===== config.mk =====
export PLATFORM = sky130hd
export DESIGN_NAME = softmax_seq_ctrl_flat
export DESIGN_NICKNAME = d
export VERILOG_FILES = /design/src/rtl/softmax_pkg.sv /design/src/rtl/softmax_seq_ctrl_if.sv /design/src/rtl/softmax_vec_buf.sv /design/src/rtl/softmax_seq_ctrl.sv /design/src/flat_wrapper.sv
export SDC_FILE = /design/constraint.sdc
export NUM_CORES = 1
export LEC_CHECK = 0
export BUFFER_PORTS_ARGS = -buffer_cell sky130_fd_sc_hd__buf_2
export CAP_MARGIN = 30
export CORE_UTILIZATION = 44
export DETAILED_ROUTE_END_ITERATION = 7
export GPL_TIMING_DRIVEN = 0
export SYNTH_ARGS = -nofsm -noshare
export SYNTH_HDL_FRONTEND = slang
export SYNTH_SLANG_ARGS = --single-unit

===== constraint.sdc =====
create_clock -name clk -period 2.55 [get_ports clk]
set_input_delay 0.51 -clock clk [delete_from_list [all_inputs] [get_ports clk]]
set_output_delay 0.51 -clock clk [all_outputs]
set_load 0.02 [all_outputs]

===== src/rtl/softmax_pkg.sv =====
// Shared definitions for the pseudo_softmax tile: sequencer state type and
// default datapath widths used by the sequencer, the datapath and the tile top.
package softmax_pkg;

    localparam int unsigned SM_DW = 3;  // score / offset width
    localparam int unsigned SM_MW = 3;  // mantissa width
    localparam int unsigned SM_EW = 3;  // exponent width

    typedef enum logic [2:0] {
        IDLE,
        LOAD,
        SCAN,
        ISSUE,
        WAIT,
        OUT
    } seq_state_t;

endpackage


===== src/rtl/softmax_seq_ctrl_if.sv =====
// Signal bundle between the tile pins / datapath and softmax_seq_ctrl.
//   start                      : vector start pulse
//   in_valid/in_data/in_ready  : score input stream
//   dp_in/dp_mant/dp_exp       : offset to and result from pseudo_softmax
//   out_valid/out_mant/out_exp/out_last/out_ready : result output stream
//   busy/done                  : status
// slave  : the sequencer side
// master : the surrounding logic (pins, datapath, consumer)
interface softmax_seq_ctrl_if
    import softmax_pkg::*;
#(
    parameter int unsigned DW = SM_DW,
    parameter int unsigned MW = SM_MW,
    parameter int unsigned EW = SM_EW
);
    logic          start;
    logic          in_valid;
    logic [DW-1:0] in_data;
    logic          in_ready;
    logic [DW-1:0] dp_in;
    logic [MW-1:0] dp_mant;
    logic [EW-1:0] dp_exp;
    logic          out_valid;
    logic [MW-1:0] out_mant;
    logic [EW-1:0] out_exp;
    logic          out_last;
    logic          out_ready;
    logic          busy;
    logic          done;

    modport slave (
        input  start, in_valid, in_data, dp_mant, dp_exp, out_ready,
        output in_ready, dp_in, out_valid, out_mant, out_exp, out_last, busy, done
    );

    modport master (
        output start, in_valid, in_data, dp_mant, dp_exp, out_ready,
        input  in_ready, dp_in, out_valid, out_mant, out_exp, out_last, busy, done
    );
endinterface


===== src/rtl/softmax_vec_buf.sv =====
// N_ELEM x DW score buffer: one synchronous write port and one combinational
// read port, both addressed by the sequencer's element index.
//   clk, rst : clock, async active-high reset (clears contents)
//   we       : write enable
//   idx      : element index (write and read address)
//   wdata    : score to store
//   rdata    : score at idx
module softmax_vec_buf
    import softmax_pkg::*;
#(
    parameter int unsigned N_ELEM = 4,
    parameter int unsigned DW     = SM_DW,
    localparam int unsigned IW    = $clog2(N_ELEM)
) (
    input  logic          clk,
    input  logic          rst,
    input  logic          we,
    input  logic [IW-1:0] idx,
    input  logic [DW-1:0] wdata,
    output logic [DW-1:0] rdata
);
    logic [DW-1:0] mem [N_ELEM];

    always_ff @(posedge clk or posedge rst) begin
        if (rst) begin
            for (int unsigned i = 0; i < N_ELEM; i++) mem[i] <= '0;
        end else if (we) begin
            mem[idx] <= wdata;
        end
    end

    assign rdata = mem[idx];
endmodule


===== src/rtl/softmax_seq_ctrl.sv =====
// Sequencer for pseudo_softmax. Loads N_ELEM scores, finds the maximum, then
// per element drives max - x to the datapath, waits DP_LAT cycles and returns
// the mantissa/exponent pair on a valid/ready output stream.
//   clk, rst : clock, async active-high reset
//   bus      : softmax_seq_ctrl_if.slave (start, input stream, datapath,
//              output stream, busy/done)
module softmax_seq_ctrl
    import softmax_pkg::*;
#(
    parameter int unsigned N_ELEM = 4,
    parameter int unsigned DW     = SM_DW,
    parameter int unsigned MW     = SM_MW,
    parameter int unsigned EW     = SM_EW,
    parameter int unsigned DP_LAT = 1
) (
    input  logic                clk,
    input  logic                rst,
    softmax_seq_ctrl_if.slave   bus
);
    localparam int unsigned IW = $clog2(N_ELEM);
    localparam int unsigned CW = $clog2(DP_LAT + 1);
    localparam logic [IW-1:0] LAST_IDX  = IW'(N_ELEM - 1);
    localparam logic [CW-1:0] LAST_WAIT = CW'(DP_LAT - 1);

    seq_state_t    state, state_d;
    logic [IW-1:0] idx;
    logic [DW-1:0] max_q;
    logic [DW-1:0] rdata;
    logic [CW-1:0] wait_cnt;
    logic          accept;
    logic          idx_last;

    assign accept   = (state == LOAD) && bus.in_valid;
    assign idx_last = (idx == LAST_IDX);

    softmax_vec_buf #(
        .N_ELEM (N_ELEM),
        .DW     (DW)
    ) u_buf (
        .clk    (clk),
        .rst    (rst),
        .we     (accept),
        .idx    (idx),
        .wdata  (bus.in_data),
        .rdata  (rdata)
    );

    always_ff @(posedge clk or posedge rst) begin
        if (rst) state <= IDLE;
        else     state <= state_d;
    end

    always_comb begin
        state_d = state;
        unique case (state)
            IDLE:    if (bus.start) state_d = LOAD;
            LOAD:    if (accept && idx_last) state_d = SCAN;
            SCAN:    if (idx_last) state_d = ISSUE;
            ISSUE:   state_d = WAIT;
            WAIT:    if (wait_cnt == LAST_WAIT) state_d = OUT;
            OUT:     if (bus.out_ready) state_d = idx_last ? IDLE : ISSUE;
            default: state_d = IDLE;
        endcase
    end

    always_ff @(posedge clk or posedge rst) begin
        if (rst) begin
            idx           <= '0;
            max_q         <= '0;
            wait_cnt      <= '0;
            bus.dp_in     <= '0;
            bus.out_valid <= 1'b0;
            bus.out_mant  <= '0;
            bus.out_exp   <= '0;
            bus.out_last  <= 1'b0;
            bus.done      <= 1'b0;
        end else begin
            bus.done <= 1'b0;
            unique case (state)
                IDLE: begin
                    if (bus.start) begin
                        max_q <= '0;
                        idx   <= '0;
                    end
                end
                LOAD: begin
                    if (accept) idx <= idx_last ? '0 : idx + 1'b1;
                end
                SCAN: begin
                    if (rdata > max_q) max_q <= rdata;
                    idx <= idx_last ? '0 : idx + 1'b1;
                end
                ISSUE: begin
                    // max_q >= every stored score, so the difference never wraps
                    bus.dp_in <= max_q - rdata;
                    wait_cnt  <= '0;
                end
                WAIT: begin
                    wait_cnt <= wait_cnt + 1'b1;
                    if (wait_cnt == LAST_WAIT) begin
                        bus.out_mant  <= bus.dp_mant;
                        bus.out_exp   <= bus.dp_exp;
                        bus.out_valid <= 1'b1;
                        bus.out_last  <= idx_last;
                    end
                end
                OUT: begin
                    if (bus.out_ready) begin
                        bus.out_valid <= 1'b0;
                        bus.out_last  <= 1'b0;
                        if (idx_last) begin
                            idx       <= '0;
                            bus.dp_in <= '0;
                            bus.done  <= 1'b1;
                        end else begin
                            idx <= idx + 1'b1;
                        end
                    end
                end
                default: ;
            endcase
        end
    end

    assign bus.busy     = (state != IDLE);
    assign bus.in_ready = (state == LOAD);
endmodule


===== src/flat_wrapper.sv =====
// flat-port wrapper written by rule: the top's interface ports become plain ports
module softmax_seq_ctrl_flat import softmax_pkg::*;
#(
    parameter int unsigned N_ELEM = 4,
    parameter int unsigned DW     = SM_DW,
    parameter int unsigned MW     = SM_MW,
    parameter int unsigned EW     = SM_EW,
    parameter int unsigned DP_LAT = 1
)
  (clk, rst, bus_start, bus_in_valid, bus_in_data, bus_dp_mant, bus_dp_exp, bus_out_ready, bus_in_ready, bus_dp_in, bus_out_valid, bus_out_mant, bus_out_exp, bus_out_last, bus_busy, bus_done);
  softmax_seq_ctrl_if #(.DW(DW), .MW(MW), .EW(EW)) bus_i ();
  input  logic clk;
  input  logic rst;
  input wire logic [$bits(bus_i.start)-1:0] bus_start;
  input wire logic [$bits(bus_i.in_valid)-1:0] bus_in_valid;
  input wire logic [$bits(bus_i.in_data)-1:0] bus_in_data;
  input wire logic [$bits(bus_i.dp_mant)-1:0] bus_dp_mant;
  input wire logic [$bits(bus_i.dp_exp)-1:0] bus_dp_exp;
  input wire logic [$bits(bus_i.out_ready)-1:0] bus_out_ready;
  output wire logic [$bits(bus_i.in_ready)-1:0] bus_in_ready;
  output wire logic [$bits(bus_i.dp_in)-1:0] bus_dp_in;
  output wire logic [$bits(bus_i.out_valid)-1:0] bus_out_valid;
  output wire logic [$bits(bus_i.out_mant)-1:0] bus_out_mant;
  output wire logic [$bits(bus_i.out_exp)-1:0] bus_out_exp;
  output wire logic [$bits(bus_i.out_last)-1:0] bus_out_last;
  output wire logic [$bits(bus_i.busy)-1:0] bus_busy;
  output wire logic [$bits(bus_i.done)-1:0] bus_done;
  assign bus_i.start = bus_start;
  assign bus_i.in_valid = bus_in_valid;
  assign bus_i.in_data = bus_in_data;
  assign bus_i.dp_mant = bus_dp_mant;
  assign bus_i.dp_exp = bus_dp_exp;
  assign bus_i.out_ready = bus_out_ready;
  assign bus_in_ready = bus_i.in_ready;
  assign bus_dp_in = bus_i.dp_in;
  assign bus_out_valid = bus_i.out_valid;
  assign bus_out_mant = bus_i.out_mant;
  assign bus_out_exp = bus_i.out_exp;
  assign bus_out_last = bus_i.out_last;
  assign bus_busy = bus_i.busy;
  assign bus_done = bus_i.done;
  softmax_seq_ctrl #(.N_ELEM(N_ELEM), .DW(DW), .MW(MW), .EW(EW), .DP_LAT(DP_LAT)) u_core (.clk(clk), .rst(rst), .bus(bus_i));
endmodule

; ---- Word level (Yosys, flattened, before mapping)
; Index checks and enable logic that the tools add are counted.
[totals]
out_inout_bits = 14
reg_bits = 33
inputBits = 14
elab_cells = 85
[op_classes]
n_mux = 33
n_lt_le_gt_ge = 3
addsub = 3
n_reduce_logical = 16
n_eq_ne = 14
bitwise_logic = 2
[ops]
columns = op, n
row1 = $mux W3, 12
row2 = $pmux W3 S6, 1
row3 = $bwmux W12, 1
row4 = $pmux W3 S2, 2
row5 = $mux W2, 5
row6 = $ne A2 B1 Y1 const B, 5
row7 = $reduce_and A3 Y1, 3
row8 = $pmux W2 S4, 1
row9 = $reduce_bool A2 Y1, 4
row10 = $bmux W3 S2, 1
row11 = $demux W3 S2, 1
row12 = $eq A3 B2 Y1 const B, 2
row13 = $eq A3 B3 Y1 const B, 2
row14 = $mux W1, 6
row15 = $ne A2 B2 Y1 const B, 3
row16 = $pmux W1 S2, 3
row17 = $reduce_and A5 Y1, 1
row18 = $reduce_and A4 Y1, 1
row19 = $reduce_bool A4 Y1, 1
row20 = $eq A3 B1 Y1 const B, 1
row21 = $ge A3 B3 Y1 const B, 1
row22 = $gt A3 B3 Y1, 1
row23 = $logic_and A1 B1 Y1, 3
row24 = $logic_not A3 Y1, 1
row25 = other kinds (9), 9

; ---- Longest topological paths before layout
; Gate-level depths: netlist of run 1.
[depth]
depth_word = 7
mapped_depth = 7
depth_no_buf = 7

; ---- Modules after synthesis
; Synthesis of run 1 repeated with hierarchy kept, for this count alone.
[unflattened]
cells_unflattened = 153
hier_area_um2 = 1770.4
[by_module_without_submodules]
columns = module, seq_area_each_um2, cells_each, area_each_um2, instances
row1 = softmax_seq_ctrl, 525.5, 120, 1226.2, 1
row2 = softmax_vec_buf, 300.3, 33, 544.3, 1

; ---- Least setup slack after synthesis of run 1
; No wires, ideal clock.
[synth_path]
path_type = flip-flop to flip-flop
startpoint = reg u_core.idx[0]
endpoint = reg u_core.max_q[1]
period_less_slack_ps = 2227
setup_time_ps = 121
t_arrival_ps = 2106
t_required_ps = 2429
n_path_buf = 0
stages_incl_launch_ff = 8
setup_slack_ps = 323
path_cell_list = dfrtp_1 > mux4_2 > inv_1 > ha_1 > nor2b_1 > o21a_1 > a211o_1 > a22o_1
[synth_via]
elab_chain_len = 7
word_cells_on_any_way = 9
cone_classes = order compare (1) / eq/ne (1) / mux (5) / bitwise (1) / reduce/logical (1)
[synth_lines]
columns = element, line_no
row1 = from (decl), softmax_seq_ctrl.sv:26  ; logic [IW-1:0] idx;
row2 = from (signal assigned), softmax_seq_ctrl.sv:87  ; if (accept) idx <= idx_last ? '0 : idx + 1'b1;
row3 = from (signal assigned), softmax_seq_ctrl.sv:91  ; idx <= idx_last ? '0 : idx + 1'b1;
row4 = from (signal assigned), softmax_seq_ctrl.sv:116  ; idx <= idx + 1'b1;
row5 = $not A2 Y3 (implied by the code) *, softmax_vec_buf.sv:32  ; assign rdata = mem[idx];
row6 = $bmux W3 S2 *, softmax_vec_buf.sv:32
row7 = $mux W3 (implied by the code) * (2 in series), softmax_vec_buf.sv:32
row8 = $gt A3 B3 Y1, softmax_seq_ctrl.sv:90  ; if (rdata > max_q) max_q <= rdata;
row9 = $ne A2 B1 Y1 (no source line), n/a
row10 = $reduce_and A3 Y1 (no source line), n/a
row11 = to (signal assigned), softmax_seq_ctrl.sv:90
row12 = to (decl), softmax_seq_ctrl.sv:27  ; logic [DW-1:0] max_q;
; Every way passes the cells marked *; elsewhere a longest branch is shown, timed or not. The select of a mux whose other input is x is not followed.
; A chain may end at the register's enable or synchronous reset.

; ---- Final worst setup path of run 1
[layout_path]
startpoint = reg u_core.idx[0]
endpoint = reg u_core.max_q[0]
; The elaborated chain is that of the path after synthesis.

==> results of run 1 <==
## state kept, by name, indices dropped and copies added, names as in the netlist, 2 cells and up
name	count
u_core.bus.out_exp	3
u_core.u_buf.mem	12
u_core.max_q	3
u_core.bus.dp_in	3
u_core.state	3
u_core.idx	2
u_core.bus.out_mant	3
## layout make-up
cell class	instances	area [sq um]	share of cell area
Clock inverter	1	30.0	0.0148
Tap cell	48	60.1	0.0295
Timing Repair Buffer	28	163	0.0799
Buffer	5	30.0	0.0148
Inverter	9	33.8	0.0166
Clock buffer	7	86.3	0.0424
Sequential cell	33	827	0.406
Multi-Input combinational cell	96	806	0.396
## synthesized netlist by cell type (all sizes together) (3+ instances only)
| cell type | number |
|---|---|
| a21oi | 6 |
| mux2 | 19 |
| ha | 7 |
| buf | 4 |
| dfrtp | 33 |
| o21ai | 13 |
| nor2b | 4 |
| mux4 | 3 |
| a22o | 3 |
| nand2 | 6 |
| nand3 | 3 |
| nor2 | 9 |
| inv | 9 |
## path summary, 6_finish.rpt
kind                                     start                    end  slack [ps]  cells after the start
setup / recovery                 u_core.idx[0]        u_core.max_q[0]         220                      7
hold / removal                             rst  u_core.bus.out_exp[2]         250                      2
setup reg to reg                 u_core.idx[0]        u_core.max_q[0]         220                      7
hold reg to reg            u_core.bus.dp_in[2]    u_core.bus.dp_in[2]         500                      1
max in group asynchronous                  rst          u_core.idx[0]        1800                      3
min in group clk                 bus_dp_exp[1]  u_core.bus.out_exp[1]         460                      2
## per-layer routing
metal	vias up	track usage	wire length, microns
met5	-	0	0
met4	0	0.0767	52
met3	4	0.0536	143
met2	28	0.315	1570
met1	572	0.223	1470
li1	583	-	-
## stage by stage
| step | hold slack (ps) | total power, mW |
|---|---|---|
| 6_report | 249 | 2.81 |
| 5_1_grt | 265 | 3.05 |
| 4_1_cts | 256 | 2.85 |
| 3_5_place_dp | 485 | 2.33 |
| 3_3_place_gp | 469 | 2.26 |
| 2_1_floorplan | 466 | 1.96 |
## worst register-to-register path, cell delays in order (launching register included)
cell     delay (ps)
dfrtp_2         480
mux4_2          560
inv_1           120
ha_1            240
nor2b_1         130
o21a_1          170
a211o_1         330
a22o_1          190
## where the power goes
group | total [mW] | switching, mW | internal [mW]
logic | 1.34 | 0.686 | 0.651
clock network | 0.505 | 0.186 | 0.318
registers | 0.968 | 0.192 | 0.776
## kinds of logic (layout without fill, tap and decap cells)
logic type / after synthesis / in the layout / share of synthesized area
buffers and inverters: 14 / 50 / 0.0376
adders and majority gates: 8 / 8 / 0.0635
AOI/OAI and AO/OA: 32 / 32 / 0.120
xor gates and xnor gates: 1 / 1 / 0.00517
DFF: 33 / 33 / 0.487
and+or+nand+nor: 32 / 32 / 0.114
muxes: 23 / 23 / 0.172
==> flow_summary.json, run 1 <==
{
  "synthDominantCellAreaShare": 0.487,
  "fp.dieW_microns": 64.1,
  "port_buffers": 27,
  "vias": 1187,
  "end_kind": "register",
  "grt_setup_unrepaired": "no",
  "coreArea_sq_um": 3690,
  "wl_per_cell_microns": 14.2,
  "worstPathMaxFanout": 7,
  "clockBufferDepth": 2,
  "finalCriticalPeriod_ps": 2330,
  "async_reset_ff_frac": 1.00,
  "synth_cell_types": 39,
  "start_kind": "register",
  "powerDensity_nw_per_um2": 1380,
  "worstMarginPinSlew_ps": 513,
  "avgSynthCellArea_sq_um": 11.9,
  "synth_enable_flop_cells": 0,
  "cts_buffers": 5,
  "drt_first_pass_iters": 4,
  "min_path_type": "input pin to asynchronous set/reset pin",
  "crit_chain": "mux4_2 > inv_1 > ha_1 > nor2b_1 > o21a_1 > a211o_1 > a22o_1",
  "grt_max_degree": 24,
  "synthesis.instances": 143,
  "slowest_stage": "mux4_2",
  "grt_overflow": 0,
  "grt_first_pass_wirelength_mm": 5.60,
  "ant_nets": 0,
  "area_growth_syn_to_layout_pct": 20.1,
  "finalHoldViolCount": 0,
  "path_clk_slew_ps": 70,
  "die_h_microns": 64.1,
  "yosysSeqAreaShare": 0.487,
  "fin_tns_setup_ps": 0,
  "status": "finished, final reports clean",
  "clock.fmax_mhz": 429,
  "dp_hpwl_mm": 2.42,
  "max_stage_delay_ps": 560,
  "clock_sinks": 33,
  "crit_arrival_ps": 2500,
  "dp.cells": 219,
  "post_cts_resized": 0,
  "fin_area_sq_um": 2040,
  "nNetsFinal": 200,
  "layout-drive-gt1-share": 0.369,
  "cp_num_buf_inv": 1,
  "cp.required_ps": 2720,
  "rows": 22,
  "insertion_delay_ps": 280,
  "yosys_warnings": 0,
  "maxCapViolCount": 0,
  "track_usage": 0.187,
  "syn_area_sq_um": 1700,
  "finalWorstSetupSlack_ps": 219,
  "crit_family": "compound AO/OA/AOI/OAI gates",
  "instances_no_fill": 227,
  "slew_violations": 0,
  "cts-hold-fix-buffers": 0,
  "slew_headroom": 0.658,
  "drt_iter0_drc": 35,
  "tritoncts": "built",
  "finalCritPeriodShare": 0.914,
  "final_common_cell": "dfrtp_1",
  "power.leakage_nw": 0.958,
  "die_area_sq_um": 4110,
  "synth-main-ff-cell": "dfrtp_1",
  "n_antenna_cell": 0,
  "synth.largest_area_cell": "dfrtp_1",
  "crit_type": "register to register",
  "initial_core_util": 0.460,
  "finClkSkew_ps": 7.17,
  "drc_errors": 0,
  "post-place-ws_ps": 109,
  "ys_ff_latch": 33,
  "antenna_found_initial": 0,
  "synthesis.nets": 165,
  "grt_pass1_vias": 1215,
  "synthTopCellsByArea": "dfrtp_1, mux2_2, ha_1",
  "viasPerCell": 5.23,
  "root_buffer": "clkbuf_8",
  "layout_common_cells": "dfrtp_1, buf_2, mux2_2",
  "totalWireLength_mm": 3.23,
  "setup_viol": 0,
  "peakVddDrop_v": 0.000491,
  "post_dp_cell_area_sq_um": 1920,
  "fill_cells": 331,
  "post_cts_buffers": 0,
  "htree_levels": 2,
  "ios": 28,
  "final_util": 0.552,
  "globalplace.congestion": 0.841
}
Power figures use the tool's default switching activity.
==> run 2, diff against run 1 <==
--- a/config.mk
+++ b/config.mk
@@ -13,3 +13,4 @@
 export SYNTH_ARGS = -nofsm -noshare
 export SYNTH_HDL_FRONTEND = slang
 export SYNTH_SLANG_ARGS = --single-unit
+export TNS_END_PERCENT = 50
==> constraint.sdc (replaced) <==
create_clock -name clk -period 2.3 [get_ports clk]
set_input_delay 0.46 -clock clk [delete_from_list [all_inputs] [get_ports clk]]
set_output_delay 0.46 -clock clk [all_outputs]
set_load 0.02 [all_outputs]
==> flow_summary.json, run 2 (synthesis gave the netlist of run 1 again) <==
{
  "status": "finished, final reports clean",
  "setup_viol": 0,
  "finalHoldViolCount": 0,
  "ios": 28,
  "slew_violations": 0,
  "dp_hpwl_mm": 2.42,
  "dp.cells": 219,
  "final_util": 0.554,
  "reg2reg_depth": 7,
  "grt_overflow": 0,
  "largest_reg_flops": 12,
  "die_area_sq_um": 4110,
  "clkPwrFrac": 0.180,
  "worstPathMaxFanout": 3,
  "powerDensity_nw_per_um2": 1530,
  "power.internal_mw": 1.95,
  "cp.required_ps": 2470,
  "ant_nets": 0,
  "tritoncts": "built",
  "top_register": "u_core.u_buf.mem",
  "peakVddDrop_v": 0.000544,
  "grt_setup_unrepaired": "no",
  "crit_type": "register to register",
  "vias": 1191,
  "maxCapViolCount": 0,
  "crit_chain": "mux4_2 > inv_2 > ha_1 > nor2b_1 > o21a_1 > a211o_1 > a22o_1",
  "end_kind": "register",
  "clock.fmax_mhz": 457,
  "antenna_found_initial": 0,
  "clockBufferDepth": 2,
  "final_common_cell": "dfrtp_1",
  "area_growth_syn_to_layout_pct": 20.5,
  "drt_first_pass_iters": 4,
  "insertion_delay_ps": 290,
  "port_buffers": 27,
  "track_usage": 0.188,
  "swShare": 0.379,
  "cts_buffers": 5,
  "drt_iter0_drc": 40,
  "totalWireLength_mm": 3.26,
  "finalCritPeriodShare": 0.951,
  "crit_family": "compound AO/OA/AOI/OAI gates",
  "rows": 22,
  "die_h_microns": 64.1,
  "layout-drive-gt1-share": 0.378,
  "slew_headroom": 0.658,
  "nNetsFinal": 201,
  "fin_area_sq_um": 2040,
  "cts-hold-fix-buffers": 0,
  "fp.dieW_microns": 64.1,
  "grt_first_pass_wirelength_mm": 5.64,
  "worstMarginPinSlew_ps": 512,
  "grt_pass1_vias": 1224,
  "combPwrFrac": 0.483,
  "fill_cells": 332,
  "clock_sinks": 33,
  "max_stage_delay_ps": 540,
  "power_frac_seq": 0.337,
  "slowest_stage": "mux4_2",
  "htree_levels": 2,
  "instances_no_fill": 228,
  "cp_num_buf_inv": 1,
  "path_depth": 7,
  "coreArea_sq_um": 3690,
  "root_buffer": "clkbuf_8",
  "min_path_type": "input pin to asynchronous set/reset pin",
  "power.leakage_nw": 0.963,
  "wl_per_cell_microns": 14.3,
  "start_kind": "register",
  "path_clk_slew_ps": 70,
  "finalCriticalPeriod_ps": 2190,
  "layout_common_cells": "dfrtp_1, buf_2, mux2_2",
  "rrSetupSlack_ps": 110,
  "globalplace.congestion": 0.841,
  "n_antenna_cell": 0,
  "viasPerCell": 5.22,
  "crit_arrival_ps": 2360,
  "initial_core_util": 0.460,
  "grt_max_degree": 24,
  "p_sw_mw": 1.19,
  "post_dp_cell_area_sq_um": 1920,
  "finClkSkew_ps": 8.41,
  "drc_errors": 0
}
-- run 2: changes by cell type in the layout (fill, tap and decap cells not counted), sizes merged --
cell,change
buf,+1
-- run 2: worst paths after layout --
| check | startpoint | endpoint |
|---|---|---|
| max in group asynchronous | rst | u_core.idx[0] |
| hold reg to reg | u_core.bus.dp_in[2] | u_core.bus.dp_in[2] |
| setup reg to reg | u_core.idx[0] | u_core.max_q[0] |
| setup / recovery | u_core.idx[0] | u_core.max_q[0] |
| hold / removal | rst | u_core.bus.out_exp[2] |
| min in group clk | bus_dp_exp[1] | u_core.bus.out_exp[1] |
-- run 2: repair_timing --
| item | in CTS | in global routing |
|---|---|---|
| cloned | 0 | 0 |
| endpoints found under the setup margin | 3 | 2 |
| resized for setup | 1 | 1 |
| buffers inserted | 1 | 0 |
-- run 2: layout make-up --
class                           count  area, sq um  area share
Buffer                              5         30.0      0.0147
Clock buffer                        7         86.3      0.0423
Clock inverter                      1         30.0      0.0147
Inverter                            9         33.8      0.0165
Multi-Input combinational cell     96          806       0.394
Sequential cell                    33          827       0.405
Tap cell                           48         60.1      0.0294
Timing Repair Buffer               29          170      0.0833
-- run 2: stage by stage --
| step | worst slack, ps | power, mW | TNS [ps] | hold slack [ps] |
|---|---|---|---|---|
| floorplan | 72.9 | 2.18 | 0 | 466 |
| global placement | -85.9 | 2.50 | -250 | 469 |
| detailed placement | -141 | 2.58 | -411 | 485 |
| CTS | 55.8 | 3.17 | 0 | 206 |
| global route | 27.3 | 3.40 | 0 | 215 |
| finish | 113 | 3.13 | 0 | 196 |
-- run 2: power groups by stage --
stage	Combinational [mW]	Sequential, mW	Clock, mW
floorplan	1.03	1.14	0
global placement	1.44	1.06	0
detailed placement	1.50	1.08	0
CTS	1.54	1.06	0.578
global route	1.70	1.10	0.604
finish	1.52	1.06	0.563
-- run 2: per-layer routing --
layer  track usage  share of wire  routed length, microns  vias up
met3        0.0571          0.052                     168        6
met5             0              0                       0        -
met1         0.224           0.45                    1480      572
met2         0.311           0.47                    1540       30
met4        0.0852          0.022                      72        0
li1              -              -                       -      583
==> run 3, diff against run 2 <==
--- a/config.mk
+++ b/config.mk
@@ -7,9 +7,12 @@
 export LEC_CHECK = 0
 export BUFFER_PORTS_ARGS = -buffer_cell sky130_fd_sc_hd__buf_2
 export CAP_MARGIN = 30
+export CELL_PAD_IN_SITES_DETAIL_PLACEMENT = 0
+export CELL_PAD_IN_SITES_GLOBAL_PLACEMENT = 1
 export CORE_UTILIZATION = 44
 export DETAILED_ROUTE_END_ITERATION = 7
 export GPL_TIMING_DRIVEN = 0
+export PLACE_DENSITY_LB_ADDON = 0.1
 export SYNTH_ARGS = -nofsm -noshare
 export SYNTH_HDL_FRONTEND = slang
 export SYNTH_SLANG_ARGS = --single-unit
==> flow_summary.json, run 3 (synthesis gave the netlist of run 1 again) <==
{
  "grt_first_pass_wirelength_mm": 5.39,
  "multiInputGateArea_sq_um": 806,
  "top_register": "u_core.u_buf.mem",
  "power_mw": 3.11,
  "htree_levels": 2,
  "reg2reg_depth": 7,
  "seq_area_sq_um": 827,
  "layout_common_cells": "dfrtp_1, buf_2, mux2_2",
  "worstPathMaxFanout": 3,
  "finalCritPeriodShare": 0.957,
  "peakVddDrop_v": 0.000611,
  "path_clk_slew_ps": 70,
  "cp.required_ps": 2470,
  "fp.dieW_microns": 64.1,
  "tritoncts": "built",
  "totalWireLength_mm": 3.16,
  "ant_nets": 0,
  "fill_cells": 336,
  "grt_max_degree": 25,
  "setup_viol": 0,
  "slew_violations": 0,
  "layout-drive-gt1-share": 0.378,
  "track_usage": 0.179,
  "initial_core_util": 0.460,
  "ios": 28,
  "start_kind": "register",
  "viasPerCell": 5.29,
  "finalCriticalPeriod_ps": 2200,
  "rows": 22,
  "clock_sinks": 33,
  "crit_type": "register to register",
  "power.leakage_nw": 0.963,
  "n_antenna_cell": 0,
  "root_buffer": "clkbuf_8",
  "crit_arrival_ps": 2370,
  "hold_ws_ps": 190,
  "finalHoldViolCount": 0,
  "cts_buffers": 5,
  "min_path_type": "input pin to asynchronous set/reset pin",
  "status": "finished, final reports clean",
  "die_area_sq_um": 4110,
  "drt_first_pass_iters": 4,
  "grt_overflow": 0,
  "final_common_cell": "dfrtp_1",
  "antenna_found_initial": 0,
  "maxCapViolCount": 0,
  "powerDensity_nw_per_um2": 1520,
  "worstMarginPinSlew_ps": 487,
  "wl_per_cell_microns": 13.9,
  "vias": 1206,
  "grt_pass1_vias": 1152,
  "insertion_delay_ps": 280,
  "globalplace.congestion": 0.834,
  "finClkSkew_ps": 5.39,
  "nNetsFinal": 201,
  "drc_errors": 0,
  "die_h_microns": 64.1,
  "grt_setup_unrepaired": "no",
  "clockBufferDepth": 2,
  "dp_hpwl_mm": 2.39,
  "end_kind": "register",
  "clock.fmax_mhz": 454,
  "area_growth_syn_to_layout_pct": 20.5,
  "largest_reg_flops": 12,
  "final_util": 0.554,
  "coreArea_sq_um": 3690,
  "port_buffers": 27,
  "drt_iter0_drc": 50,
  "slew_headroom": 0.675
}
run 3: report_power, final:
group | internal, mW | total (mW) | leakage [nW] | switching [mW]
combinational | 0.729 | 1.50 | 0.496 | 0.773
sequential | 0.861 | 1.06 | 0.409 | 0.196
clock | 0.353 | 0.554 | 0.0585 | 0.201
total | 1.94 | 3.11 | 0.963 | 1.17
run 3: path summary, 6_finish.rpt:
| kind | start | to | slack [ps] |
|---|---|---|---|
| min in group clk | bus_dp_exp[0] | u_core.bus.out_exp[0] | 410 |
| hold / removal | rst | u_core.wait_cnt | 190 |
| max in group asynchronous | rst | u_core.idx[0] | 1630 |
| hold reg to reg | u_core.bus.dp_in[0] | u_core.bus.dp_in[0] | 490 |
| setup reg to reg | u_core.idx[0] | u_core.max_q[1] | 100 |
| setup / recovery | u_core.idx[0] | u_core.max_q[1] | 100 |
run 3: through the flow:
step,TNS [ps],instance area (sq um),setup WS [ps],instances
6_report,0,2040,99.7,228
3_5_place_dp,-406,1920,-136,219
4_1_cts,0,2040,57.3,228
5_1_grt,0,2040,1.59,228
3_3_place_gp,-263,1890,-88.9,218
2_1_floorplan,0,1700,72.9,143
run 3: worst max-delay path, cell delays in order, from the launching register on:
cell	delay (ps)
dfrtp_2	400
mux4_2	540
inv_2	100
ha_1	230
nor2b_1	130
o21a_1	180
a211o_1	330
a22o_1	190
run 3: repair_timing:
action	CTS	global route
hold buffers	0	0
buffers inserted	1	0
endpoints found under the setup margin	3	3
gates resized for setup	1	1
run 3: routing by layer:
metal / global-route usage / part of all wire
met5: 0 / 0
met4: 0.0767 / 0.016
met1: 0.216 / 0.44
met3: 0.0518 / 0.050
met2: 0.295 / 0.49
run 3: area by class of cell:
| type | instances | area share |
|---|---|---|
| flip-flops and latches | 33 | 0.405 |
| multi-input cells | 96 | 0.394 |
| repair buffers | 29 | 0.0833 |
| clock buffers | 7 | 0.0423 |
| well taps | 48 | 0.0294 |
| inverters | 9 | 0.0165 |
| clock inverters | 1 | 0.0147 |
| plain buffers | 5 | 0.0147 |
